--- src/rtl/uart_tx_fifo_drain.sv ---
// UART-style serialiser that drains a FIFO: start bit, M data bits LSB first, stop bit.
// Optional even-parity bit between data and stop when UART_TX_PARITY_EN is defined.
module uart_tx_fifo_drain #(
    parameter int M            = 4,
    parameter int CLKS_PER_BIT = 16
) (
    input  logic         clk,
    input  logic         reset,
    input  logic         empty,
    input  logic [M-1:0] rd,
    output logic         re,
    output logic         tx,
    output logic         busy,
    output logic         frame_done
);

    localparam int CW = (CLKS_PER_BIT > 1) ? $clog2(CLKS_PER_BIT) : 1;
    localparam int BW = (M > 1) ? $clog2(M) : 1;
    localparam logic [CW-1:0] BAUD_LAST = CW'(CLKS_PER_BIT - 1);
    localparam logic [BW-1:0] BIT_LAST  = BW'(M - 1);

`ifdef UART_TX_PARITY_EN
    typedef enum logic [2:0] {
        S_IDLE   = 3'd0,
        S_FETCH  = 3'd1,
        S_START  = 3'd2,
        S_DATA   = 3'd3,
        S_PARITY = 3'd4,
        S_STOP   = 3'd5
    } state_t;

    function automatic logic even_parity(input logic [M-1:0] w);
        even_parity = ^w;
    endfunction
`else
    typedef enum logic [2:0] {
        S_IDLE  = 3'd0,
        S_FETCH = 3'd1,
        S_START = 3'd2,
        S_DATA  = 3'd3,
        S_STOP  = 3'd5
    } state_t;
`endif

    state_t        state_q, state_d;
    logic [CW-1:0] baud_q, baud_d;
    logic [BW-1:0] bit_q, bit_d;
    logic [M-1:0]  sh_q, sh_d;
    logic          tx_q, tx_d;
    logic          busy_q, busy_d;
    logic          frame_done_q, frame_done_d;
    logic          baud_last_s;
`ifdef UART_TX_PARITY_EN
    logic          par_q, par_d;
`endif

    // The FIFO is popped only from IDLE, so a frame in flight can never over-read it.
    assign re          = (state_q == S_IDLE) && !empty && !reset;
    assign baud_last_s = (baud_q == BAUD_LAST);

    // Next-state, counter and shift-register logic; outputs derive from the next state
    // so the registered tx/busy/frame_done line up with the state they describe.
    always_comb begin
        state_d = state_q;
        baud_d  = baud_q;
        bit_d   = bit_q;
        sh_d    = sh_q;
`ifdef UART_TX_PARITY_EN
        par_d   = par_q;
`endif
        case (state_q)
            S_IDLE: begin
                if (!empty) begin
                    state_d = S_FETCH;
                end else begin
                    state_d = S_IDLE;
                end
            end
            S_FETCH: begin
                sh_d    = rd;
`ifdef UART_TX_PARITY_EN
                par_d   = even_parity(rd);
`endif
                baud_d  = {CW{1'b0}};
                bit_d   = {BW{1'b0}};
                state_d = S_START;
            end
            S_START: begin
                if (baud_last_s) begin
                    baud_d  = {CW{1'b0}};
                    state_d = S_DATA;
                end else begin
                    baud_d  = baud_q + CW'(1);
                end
            end
            S_DATA: begin
                if (baud_last_s) begin
                    baud_d = {CW{1'b0}};
                    sh_d   = sh_q >> 1;
                    if (bit_q == BIT_LAST) begin
                        bit_d   = {BW{1'b0}};
`ifdef UART_TX_PARITY_EN
                        state_d = S_PARITY;
`else
                        state_d = S_STOP;
`endif
                    end else begin
                        bit_d = bit_q + BW'(1);
                    end
                end else begin
                    baud_d = baud_q + CW'(1);
                end
            end
`ifdef UART_TX_PARITY_EN
            S_PARITY: begin
                if (baud_last_s) begin
                    baud_d  = {CW{1'b0}};
                    state_d = S_STOP;
                end else begin
                    baud_d  = baud_q + CW'(1);
                end
            end
`endif
            S_STOP: begin
                if (baud_last_s) begin
                    baud_d  = {CW{1'b0}};
                    state_d = S_IDLE;
                end else begin
                    baud_d  = baud_q + CW'(1);
                end
            end
            default: begin
                state_d = S_IDLE;
                baud_d  = {CW{1'b0}};
                bit_d   = {BW{1'b0}};
            end
        endcase

        case (state_d)
            S_START: tx_d = 1'b0;
            S_DATA:  tx_d = sh_d[0];
`ifdef UART_TX_PARITY_EN
            S_PARITY: tx_d = par_d;
`endif
            default: tx_d = 1'b1;
        endcase

        busy_d       = (state_d != S_IDLE);
        frame_done_d = (state_d == S_STOP) && (baud_d == BAUD_LAST);
    end

    // State and output registers with synchronous reset; a reset drops the word in flight.
    always_ff @(posedge clk) begin
        if (reset) begin
            state_q      <= S_IDLE;
            baud_q       <= {CW{1'b0}};
            bit_q        <= {BW{1'b0}};
            sh_q         <= {M{1'b0}};
            tx_q         <= 1'b1;
            busy_q       <= 1'b0;
            frame_done_q <= 1'b0;
`ifdef UART_TX_PARITY_EN
            par_q        <= 1'b0;
`endif
        end else begin
            state_q      <= state_d;
            baud_q       <= baud_d;
            bit_q        <= bit_d;
            sh_q         <= sh_d;
            tx_q         <= tx_d;
            busy_q       <= busy_d;
            frame_done_q <= frame_done_d;
`ifdef UART_TX_PARITY_EN
            par_q        <= par_d;
`endif
        end
    end

    assign tx         = tx_q;
    assign busy       = busy_q;
    assign frame_done = frame_done_q;

endmodule

--- config.mk ---
export PLATFORM = sky130hd
export DESIGN_NAME = uart_tx_fifo_drain
export DESIGN_NICKNAME = d
export VERILOG_FILES = /design/src/rtl/uart_tx_fifo_drain.sv
export SDC_FILE = /design/constraint.sdc
export NUM_CORES = 1
export LEC_CHECK = 0
export CORE_UTILIZATION = 29
export CTS_CLUSTER_DIAMETER = 50
export DETAILED_ROUTE_END_ITERATION = 10
export GPL_ROUTABILITY_DRIVEN = 0
export PLACE_DENSITY = 0.55
export SKIP_LAST_GASP = 1
export SLEW_MARGIN = 20
export SYNTH_ARGS = -nofsm -noshare
export SYNTH_HDL_FRONTEND = slang
export SYNTH_SLANG_ARGS = --single-unit
--- constraint.sdc ---
create_clock -name clk -period 1.65 [get_ports clk]
set_input_delay 0.33 -clock clk [delete_from_list [all_inputs] [get_ports clk]]
set_output_delay 0.33 -clock clk [all_outputs]
set_load 0.01 [all_outputs]
==> results of run 1 <==
[power groups by stage]
stage          Clock, mW  Combinational, mW  Sequential, mW
6_report           0.259              0.153           0.428
5_1_grt            0.290              0.168           0.432
4_1_cts            0.276              0.152           0.426
3_5_place_dp           0              0.154           0.435
3_3_place_gp           0              0.154           0.435
2_1_floorplan          0             0.0894           0.436
[per-stage QoR]
step           cell area, um2  setup TNS [ns]  hold WS (ns)   util  setup WS, ns
3_5_place_dp             1010          -0.524         0.474  0.370        -0.524
6_report                 1050        -0.00814         0.488  0.384      -0.00814
5_1_grt                  1050         -0.0579         0.514  0.384       -0.0579
2_1_floorplan             830               0         0.404      -         0.128
3_3_place_gp             1010          -0.517         0.469  0.370        -0.517
4_1_cts                  1040         -0.0409         0.489  0.381       -0.0409
[registers in the layout (all words and copies together), names as in the netlist]
name,cells
baud_q,4
sh_q,4
state_q,3
bit_q,2
busy,1
frame_done,1
tx,1
[worst min path at each step]
stage	cells past startpoint	startpoint	end	slack, ns
after floorplan	1	reset	state_q[2]	0.40
after global placement	2	sh_q[3]	sh_q[3]	0.47
after detailed placement	2	sh_q[3]	sh_q[3]	0.47
after CTS	2	sh_q[3]	sh_q[3]	0.49
after global routing	2	sh_q[3]	sh_q[3]	0.51
final	2	sh_q[3]	sh_q[3]	0.49
[cells in the final DEF, fill, tap and decap left out, types with 2 or more instances in the layout]
cell,instances
nand2b_1,2
a21oi_1,8
nand2_1,8
dlygate4sd2_1,2
dfxtp_2,3
o21ai_1,4
a22oi_1,3
o22ai_1,2
and3_4,2
a31oi_1,2
dfxtp_1,13
nor2_1,14
buf_4,9
clkbuf_4,3
inv_1,2
clkdlybuf4s50_1,7
[per-layer routing]
| metal | routed length [um] | GRT usage |
|---|---|---|
| met2 | 747 | 0.186 |
| met5 | 0 | 0 |
| met4 | 16 | 0.0429 |
| met3 | 67 | 0.0422 |
| met1 | 871 | 0.154 |
[worst register-to-register path, cell delays in order (launching register included)]
cell	delay, ns
dfxtp_1	0.32
ha_2	0.20
and3_4	0.20
o31ai_1	0.20
a2bb2oi_1	0.23
nor2_1	0.07
or2_1	0.21
[cells by family after synthesis]
| group | after synthesis |
|---|---|
| flops | 16 |
| fa+ha+maj | 2 |
| buf+inv | 7 |
| compound gates | 28 |
| xor+xnor | 1 |
| simple gates | 41 |
[final cells by class]
type / instances / area share
multi-input cells: 72 / 0.456
inverters: 3 / 0.0107
flip-flops and latches: 16 / 0.309
repair buffers: 19 / 0.153
well taps: 31 / 0.0370
clock buffers: 4 / 0.0346
[what timing repair did]
item / in CTS / in global routing
pin swaps: 2 / 2
gates resized for setup: 7 / 4
endpoints found under the setup margin: 1 / 4
==> results.sh, run 1 <==
export IMPL_fmax_mhz=603
export IMPL_clock_sinks=16
export IMPL_synth_compound_area_frac=0.241
export IMPL_end_kind="output port"
export IMPL_cts_htree_levels=1
export IMPL_multi_input_area_um2=478
export IMPL_io_pins=11
export IMPL_port_buffers=10
export IMPL_areaGrowthSynthToFinish_pct=26.4
export IMPL_reg2reg_to="busy"
export IMPL_num_vias=756
export IMPL_drv_slew=0
export IMPL_p_int_mw=0.623
export IMPL_yosys_cell_count_top_type="dfxtp_1"
export IMPL_p_leak_nw=0.382
export IMPL_dr_pass1_iters=4
export IMPL_drt_wl_total_um=1700
export IMPL_critPathKind="reg2out"
export IMPL_clkLatencyLatePin_ns=0.29
export IMPL_drive_gt1_frac=0.237
export IMPL_fin_ws_ns=-0.00814
export IMPL_netlist_instances=95
export IMPL_vias_per_cell=5.21
export IMPL_cts_tree="built"
export IMPL_synth_area_leaders="dfxtp_1 39%, nor2_1 6.8%, a21oi_1 4.8%, nand2_1 3.6%, a2111oi_4 3.3%"
export IMPL_grt_pass1_vias=661
export IMPL_synth_ff_latch_count=16
export IMPL_ant_nets=0
export IMPL_status="complete, but fails checks"
export IMPL_clock_path_buffers=2
export IMPL_yosys_area_share_simple=0.288
export IMPL_cts_setup_buffers=0
export IMPL_crit_fanout=2
export IMPL_switching_share=0.258
export IMPL_overflow=0
export IMPL_path_cells="or4_1 -> nor2_1 -> buf_2"
export IMPL_finalHoldViolations=0
export IMPL_root_buffer="clkbuf_4"
export IMPL_dp_hpwl_um=1260
export IMPL_drv_cap=0
export IMPL_die_area_um2=3080
export IMPL_startpoint_type="register"
export IMPL_violations="negative setup slack"
export IMPL_vdd_drop_max_v=0.000421
export IMPL_crit_slowest_cell="or4_1"
export IMPL_grt_pass1_wl_um=2910
export IMPL_cts_buffers_inserted=3
export IMPL_worstSetupEndpoint="re"
export IMPL_grt_usage=0.120
export IMPL_fin_nets=124
export IMPL_setup_worst_path_start="state_q[0]"
export IMPL_synth_edf_count=0
export IMPL_syn_nets=104
export IMPL_rsz0062_at_grt="true"
export IMPL_wl_per_cell_um=11.7
export IMPL_power_frac_seq=0.510
export IMPL_die_y_um=55.5
export IMPL_num_rows=19
export IMPL_p_switching_mw=0.217
export IMPL_dp_cells=141
export IMPL_ff_latch_area_um2=324
export IMPL_ctsHoldBuffers=0
export IMPL_hp_class="reg2reg"
export IMPL_dieWidth_um=55.5
export IMPL_synthXorXnorAreaFrac=0.0106
export IMPL_reg2reg_from="baud_q[0]"
export IMPL_initial_core_util=0.303
export IMPL_synth_ff_type="dfxtp_1"
export IMPL_period_minus_slack_ns=1.66
export IMPL_relSlewSlack=0.785
export IMPL_synth_top_cell_area_share=0.386
export IMPL_tightestPinTransition_ns=0.322
export IMPL_fin_worst_skew_ns=0.00535
export IMPL_cp_data_arrival_time_ns=1.33
export IMPL_antenna_found_initial=0
export IMPL_crit_family="simple AND/OR/NAND/NOR gates"
export IMPL_finalCritPeriodShare=1.00
export IMPL_synth_top_family_by_area="simple AND/OR/NAND/NOR gates"
export IMPL_setup_violations=1
export IMPL_critPathBufInv=1
export IMPL_clkPwrFrac=0.308
export IMPL_yosysWarnings=0
export IMPL_fillers=265
export IMPL_cp_depth=3
export IMPL_mappedNetlistArea_um2=830
export IMPL_r2r_setup_slack_ns=0.11
export IMPL_route_detailed_drc=0
export IMPL_r2r_cells=6
export IMPL_num_antenna_cells=0
export IMPL_cpPeakStageDelay_ns=0.49
export IMPL_pwr_share_comb=0.182
export IMPL_synth_area_leader_cell="dfxtp_1"
export IMPL_cts_clk_slew_worst_paths_ns=0.10
export IMPL_synth_avg_cell_area_um2=8.73
export IMPL_fin_total_pwr_mw=0.840
export IMPL_synth_fa_ha_area_frac=0.0302
export IMPL_muxShareOfSynthArea=0
export IMPL_synth_seq_area_share=0.386
export IMPL_synthTopCellsByCount="16 x dfxtp_1, 15 x nor2_1, 8 x a21oi_1, 8 x nand2_1, 4 x o21ai_1"
export IMPL_crit_required_ns=1.32
export IMPL_p_per_area_nw_per_um2=801
export IMPL_async_reset_ff_frac=0
export IMPL_synth_cell_type_count=40
export IMPL_core_um2=2730
export IMPL_grt_start_max_net_pins=14
export IMPL_drt_iter0_markers=10
export IMPL_fin_cells=145
(Power assumes the default switching activity.)
==> inputs of run 2 (changes only) <==
--- a/config.mk
+++ b/config.mk
@@ -5,11 +5,12 @@
 export SDC_FILE = /design/constraint.sdc
 export NUM_CORES = 1
 export LEC_CHECK = 0
+export CORE_MARGIN = 2
 export CORE_UTILIZATION = 29
 export CTS_CLUSTER_DIAMETER = 50
 export DETAILED_ROUTE_END_ITERATION = 10
 export GPL_ROUTABILITY_DRIVEN = 0
-export PLACE_DENSITY = 0.55
+export PLACE_DENSITY = 0.44
 export SKIP_LAST_GASP = 1
 export SLEW_MARGIN = 20
 export SYNTH_ARGS = -nofsm -noshare
==> results.sh, run 2 (synthesized netlist as in run 1, its figures left out) <==
export IMPL_status="complete, but fails checks"
export IMPL_dp_cells=140
export IMPL_end_kind="output port"
export IMPL_fin_nets=123
export IMPL_fin_cells=144
export IMPL_p_leak_nw=0.378
export IMPL_path_cells="or4_1 -> nor2_1 -> buf_2"
export IMPL_cts_clk_slew_worst_paths_ns=0.09
export IMPL_vdd_drop_max_v=0.000545
export IMPL_grt_start_max_net_pins=14
export IMPL_fillers=284
export IMPL_reg2reg_to="tx"
export IMPL_relSlewSlack=0.759
export IMPL_antenna_found_initial=0
export IMPL_met1_length_um=876
export IMPL_ctsHoldBuffers=0
export IMPL_fmax_mhz=599
export IMPL_p_per_area_nw_per_um2=800
export IMPL_finalCritPeriodShare=1.01
export IMPL_cts_setup_buffers=0
export IMPL_finalHoldViolations=0
export IMPL_dieWidth_um=57.5
export IMPL_cp_data_arrival_time_ns=1.34
export IMPL_drive_gt1_frac=0.221
export IMPL_wl_per_cell_um=12.5
export IMPL_dr_pass1_iters=5
export IMPL_critPathBufInv=1
export IMPL_clock_sinks=16
export IMPL_fin_worst_skew_ns=0.000985
export IMPL_initial_core_util=0.303
export IMPL_grt_usage=0.119
export IMPL_num_antenna_cells=0
export IMPL_grt_pass1_vias=694
export IMPL_crit_required_ns=1.32
export IMPL_vias_per_cell=5.22
export IMPL_io_pins=11
export IMPL_worstHoldStart="sh_q[3]"
export IMPL_reg2reg_from="baud_q[0]"
export IMPL_drt_iter0_markers=16
export IMPL_tightestPinTransition_ns=0.362
export IMPL_core_um2=2730
export IMPL_crit_family="simple AND/OR/NAND/NOR gates"
export IMPL_final_cell_mix="15 x nor2_1, 15 x dfxtp_1, 8 x nand2_1, 8 x a21oi_1, 8 x buf_4"
export IMPL_r2r_setup_slack_ns=0.09
export IMPL_violations="negative setup slack"
export IMPL_setup_violations=1
export IMPL_cts_htree_levels=1
export IMPL_port_buffers=10
export IMPL_dr_wl_met3_um=60
export IMPL_cts_buffers_inserted=3
export IMPL_holdPathEnd="sh_q[3]"
export IMPL_placed_cell_area_um2=1000
export IMPL_die_area_um2=3300
export IMPL_top_layer="met4"
export IMPL_dp_hpwl_um=1360
export IMPL_grt_pass1_wl_um=3020
export IMPL_cts_tree="built"
export IMPL_die_y_um=57.5
export IMPL_fin_total_pwr_mw=0.838
export IMPL_reg_top3="baud_q (4), sh_q (4), state_q (3)"
export IMPL_ant_nets=0
export IMPL_wl_met2_um=846
export IMPL_crit_slowest_cell="or4_1"
export IMPL_rsz0062_at_grt="true"
export IMPL_period_minus_slack_ns=1.67
export IMPL_drt_wl_total_um=1800
export IMPL_critPathKind="reg2out"
export IMPL_route_detailed_drc=0
export IMPL_fin_ws_ns=-0.0181
export IMPL_num_vias=752
export IMPL_startpoint_type="register"
export IMPL_hp_class="reg2reg"
export IMPL_drv_slew=0
export IMPL_design_area_um2=1050
export IMPL_areaGrowthSynthToFinish_pct=26.2
export IMPL_overflow=0
export IMPL_drv_cap=0
export IMPL_r2r_cells=5
export IMPL_num_rows=19
export IMPL_clock_path_buffers=2
export IMPL_cpPeakStageDelay_ns=0.51
export IMPL_min_path_cells=2
export IMPL_clkLatencyLatePin_ns=0.28
export IMPL_root_buffer="clkbuf_4"
export IMPL_crit_fanout=2
[run 2: tightest hold or removal path, delay by kind of cell, from the launching register on]
| kind | cells | cell delay (ns) |
|---|---|---|
| DFF | 1 | 0.32 |
| and+or+nand+nor | 1 | 0.06 |
| AOI/OAI and AO/OA | 1 | 0.05 |
[run 2: metrics by stage]
step / setup TNS (ns) / hold slack (ns) / utilization / worst slack [ns]
2_1_floorplan: 0 / 0.404 / - / 0.128
3_3_place_gp: -0.550 / 0.467 / 0.367 / -0.550
3_5_place_dp: -0.543 / 0.472 / 0.367 / -0.543
4_1_cts: -0.0675 / 0.487 / 0.378 / -0.0675
5_1_grt: -0.0900 / 0.526 / 0.383 / -0.0900
6_report: -0.0181 / 0.476 / 0.383 / -0.0181
[run 2: worst max path at each step]
stage,start,endpoint,slack (ns),cells after the start
global route,state_q[0],re,-0.09,3
finish,state_q[0],re,-0.02,3
global placement,empty,re,-0.55,4
CTS,state_q[0],re,-0.07,3
floorplan,baud_q[0],busy,0.13,6
detailed placement,empty,re,-0.54,4
[run 2: layout make-up]
cell class                 count  area, um2  area share
inverter                       3       11.3      0.0108
clock buffer                   4       36.3      0.0346
timing repair buffer          18        153       0.146
multi-input combinational     72        487       0.465
tap                           31       38.8      0.0370
sequential                    16        322       0.307
[run 2: report_power, final]
group	leakage (nW)	total [mW]	switching [mW]	internal (mW)
sequential	0.131	0.426	0.0158	0.410
combinational	0.226	0.155	0.0771	0.0780
clock	0.0210	0.257	0.123	0.134
total	0.378	0.838	0.216	0.622
[run 2: what timing repair did]
item	4_1_cts	5_1_grt
endpoints found under the setup margin	1	3
pin swaps	2	2
resized for setup	7	3
[run 2: routing by layer]
metal	vias to the layer above	GRT usage
met5	-	0
met4	0	0.0631
met3	2	0.0227
met2	8	0.183
met1	357	0.156
li1	385	-
==> inputs of run 3 (changes only) <==
--- a/config.mk
+++ b/config.mk
@@ -5,14 +5,15 @@
 export SDC_FILE = /design/constraint.sdc
 export NUM_CORES = 1
 export LEC_CHECK = 0
+export ABC_AREA = 1
 export CORE_MARGIN = 2
 export CORE_UTILIZATION = 29
 export CTS_CLUSTER_DIAMETER = 50
 export DETAILED_ROUTE_END_ITERATION = 10
 export GPL_ROUTABILITY_DRIVEN = 0
-export PLACE_DENSITY = 0.44
+export PLACE_DENSITY = 0.45
 export SKIP_LAST_GASP = 1
-export SLEW_MARGIN = 20
+export SLEW_MARGIN = 5
 export SYNTH_ARGS = -nofsm -noshare
 export SYNTH_HDL_FRONTEND = slang
 export SYNTH_SLANG_ARGS = --single-unit
==> results.sh, run 3 <==
export IMPL_synth_ff_latch_count=16
export IMPL_netlist_instances=115
export IMPL_drive_gt1_frac=0.152
export IMPL_grt_util_met1=0.155
export IMPL_clock_path_buffers=2
export IMPL_min_path_cells=2
export IMPL_use_met3=0.0204
export IMPL_crit_slowest_cell="clkdlybuf4s50_1"
export IMPL_status="complete, no violations"
export IMPL_cts_htree_levels=1
export IMPL_synth_cell_type_count=23
export IMPL_synthTopCellsByCount="38 x nand2_1, 16 x dfxtp_1, 15 x inv_1"
export IMPL_finalCritPeriodShare=0.941
export IMPL_yosys_cell_count_top_type="nand2_1"
export IMPL_synth_seq_area_share=0.392
export IMPL_reg2reg_from="baud_q[0]"
export IMPL_synth_edf_count=0
export IMPL_drt_wl_total_um=1660
export IMPL_crit_required_ns=1.32
export IMPL_period_minus_slack_ns=1.55
export IMPL_ant_nets=0
export IMPL_synth_ff_type="dfxtp_1"
export IMPL_synth_area_leaders="dfxtp_1 39%, nand2_1 17%, inv_1 6.9%, a21oi_1 6.1%, nor2_1 4.6%"
export IMPL_clock_sinks=16
export IMPL_fin_util=0.377
export IMPL_antenna_found_initial=0
export IMPL_fillers=303
export IMPL_die_area_um2=3260
export IMPL_num_vias=736
export IMPL_setup_violations=0
export IMPL_critPathKind="in2out"
export IMPL_ctsHoldBuffers=0
export IMPL_holdPathEnd="sh_q[3]"
export IMPL_areaGrowthSynthToFinish_pct=25.0
export IMPL_grt_start_max_net_pins=13
export IMPL_path_cells="clkdlybuf4s50_1 -> nand3b_1 -> nor2_1 -> clkdlybuf4s15_1"
export IMPL_dieWidth_um=57.1
export IMPL_syn_nets=124
export IMPL_grt_pass1_vias=687
export IMPL_cts_clk_slew_worst_paths_ns=0.09
export IMPL_fin_nets=142
export IMPL_reg_top3="baud_q (4), sh_q (4), state_q (3)"
export IMPL_num_antenna_cells=0
export IMPL_relSlewSlack=0.840
export IMPL_synth_area_leader_cell="dfxtp_1"
export IMPL_mappedNetlistArea_um2=817
export IMPL_hp_class="reg2reg"
export IMPL_yosysWarnings=0
export IMPL_async_reset_ff_frac=0
export IMPL_port_buffers=10
export IMPL_core_um2=2710
export IMPL_dp_hpwl_um=1280
export IMPL_route_detailed_drc=0
export IMPL_rsz0062_at_grt="false"
export IMPL_r2r_cells=7
export IMPL_tightestPinTransition_ns=0.240
export IMPL_final_cell_mix="38 x nand2_1, 16 x dfxtp_1, 15 x inv_1, 10 x a21oi_1"
export IMPL_r2r_setup_slack_ns=0.17
export IMPL_grt_pass1_wl_um=2920
export IMPL_initial_core_util=0.301
export IMPL_cpPeakStageDelay_ns=0.39
export IMPL_fmax_mhz=644
export IMPL_dp_cells=159
export IMPL_crit_fanout=2
export IMPL_end_kind="output port"
export IMPL_dr_pass1_iters=4
export IMPL_vdd_drop_max_v=0.000397
export IMPL_overflow=0
export IMPL_final_common_cell="nand2_1"
export IMPL_clkLatencyLatePin_ns=0.29
export IMPL_drt_iter0_markers=15
export IMPL_startpoint_type="input port"
export IMPL_synth_avg_cell_area_um2=7.10
export IMPL_reg2reg_to="sh_q[0]"
export IMPL_vias_per_cell=4.52
export IMPL_fin_cells=163
export IMPL_cts_setup_buffers=0
export IMPL_synth_top_cell_area_share=0.392
export IMPL_finalHoldViolations=0
export IMPL_cp_data_arrival_time_ns=1.22
export IMPL_fin_worst_skew_ns=0.00145
export IMPL_worstHoldStart="sh_q[3]"
export IMPL_grt_busiest_layer="met2"
export IMPL_die_y_um=57.1
export IMPL_p_leak_nw=0.461
export IMPL_cts_buffers_inserted=3
export IMPL_grt_usage=0.119
export IMPL_drv_slew=0
export IMPL_cts_tree="built"
export IMPL_io_pins=11
export IMPL_p_per_area_nw_per_um2=814
export IMPL_wl_per_cell_um=10.2
export IMPL_root_buffer="clkbuf_4"
export IMPL_num_rows=19
export IMPL_gr_usage_met2=0.181
export IMPL_drv_cap=0
[run 3: critical path, delay by kind of cell]
family                 cells  cell delay [ns]
AND/OR/NAND/NOR            2             0.26
buffers and inverters      2             0.63
[run 3: where the power goes]
group | switching [mW] | leakage, nW | internal (mW)
clock | 0.128 | 0.0210 | 0.134
sequential | 0.0151 | 0.130 | 0.408
combinational | 0.0773 | 0.310 | 0.0677
[run 3: what timing repair did]
item	in CTS	in global routing
gates resized for setup	1	2
gates cloned	0	0
endpoints found under the setup margin	1	1
[run 3: how the worst max path moves through the flow]
stage	start	end	slack, ns	cells past startpoint
after CTS	state_q[2]	re	0.05	4
after global placement	empty	re	-0.20	4
after global routing	state_q[2]	re	0.01	4
final	empty	re	0.1	4
after detailed placement	empty	re	-0.21	4
after floorplan	baud_q[0]	sh_q[0]	0.32	7
[run 3: cell type report]
class	count	area [um2]	area share
clock buffers	4	36.3	0.0355
multi-input cells	82	435	0.426
well taps	31	38.8	0.0380
inverters	16	60.1	0.0588
flip-flops and latches	16	320	0.314
repair buffers	14	130	0.127
[run 3: logic make-up (layout without fill, tap and decap cells)]
logic type	after synthesis	after routing	share of synthesized area
adder cells (fa/ha/maj)	2	2	0.0306
AO/OA/AOI/OAI	14	14	0.0995
flip-flops	16	16	0.392
AND/OR/NAND/NOR	66	66	0.400
buffers and inverters	17	34	0.0781
[run 3: per-stage QoR]
stage	hold WS, ns	setup WS [ns]	total power, mW	area [um2]	setup TNS [ns]
after detailed placement	0.463	-0.206	0.578	982	-0.206
after global placement	0.454	-0.199	0.577	982	-0.199
after CTS	0.476	0.0545	0.846	1020	0
after global routing	0.501	0.0102	0.887	1020	0
final	0.471	0.0966	0.831	1020	0
after floorplan	0.399	0.323	0.515	817	0
[run 3: metal layers]
metal  wire length [um]  vias to the layer above
met5                  0                        -
met4                 46                        0
met3                 53                        5
met2                747                        9
met1                811                      325
li1                   -                      397
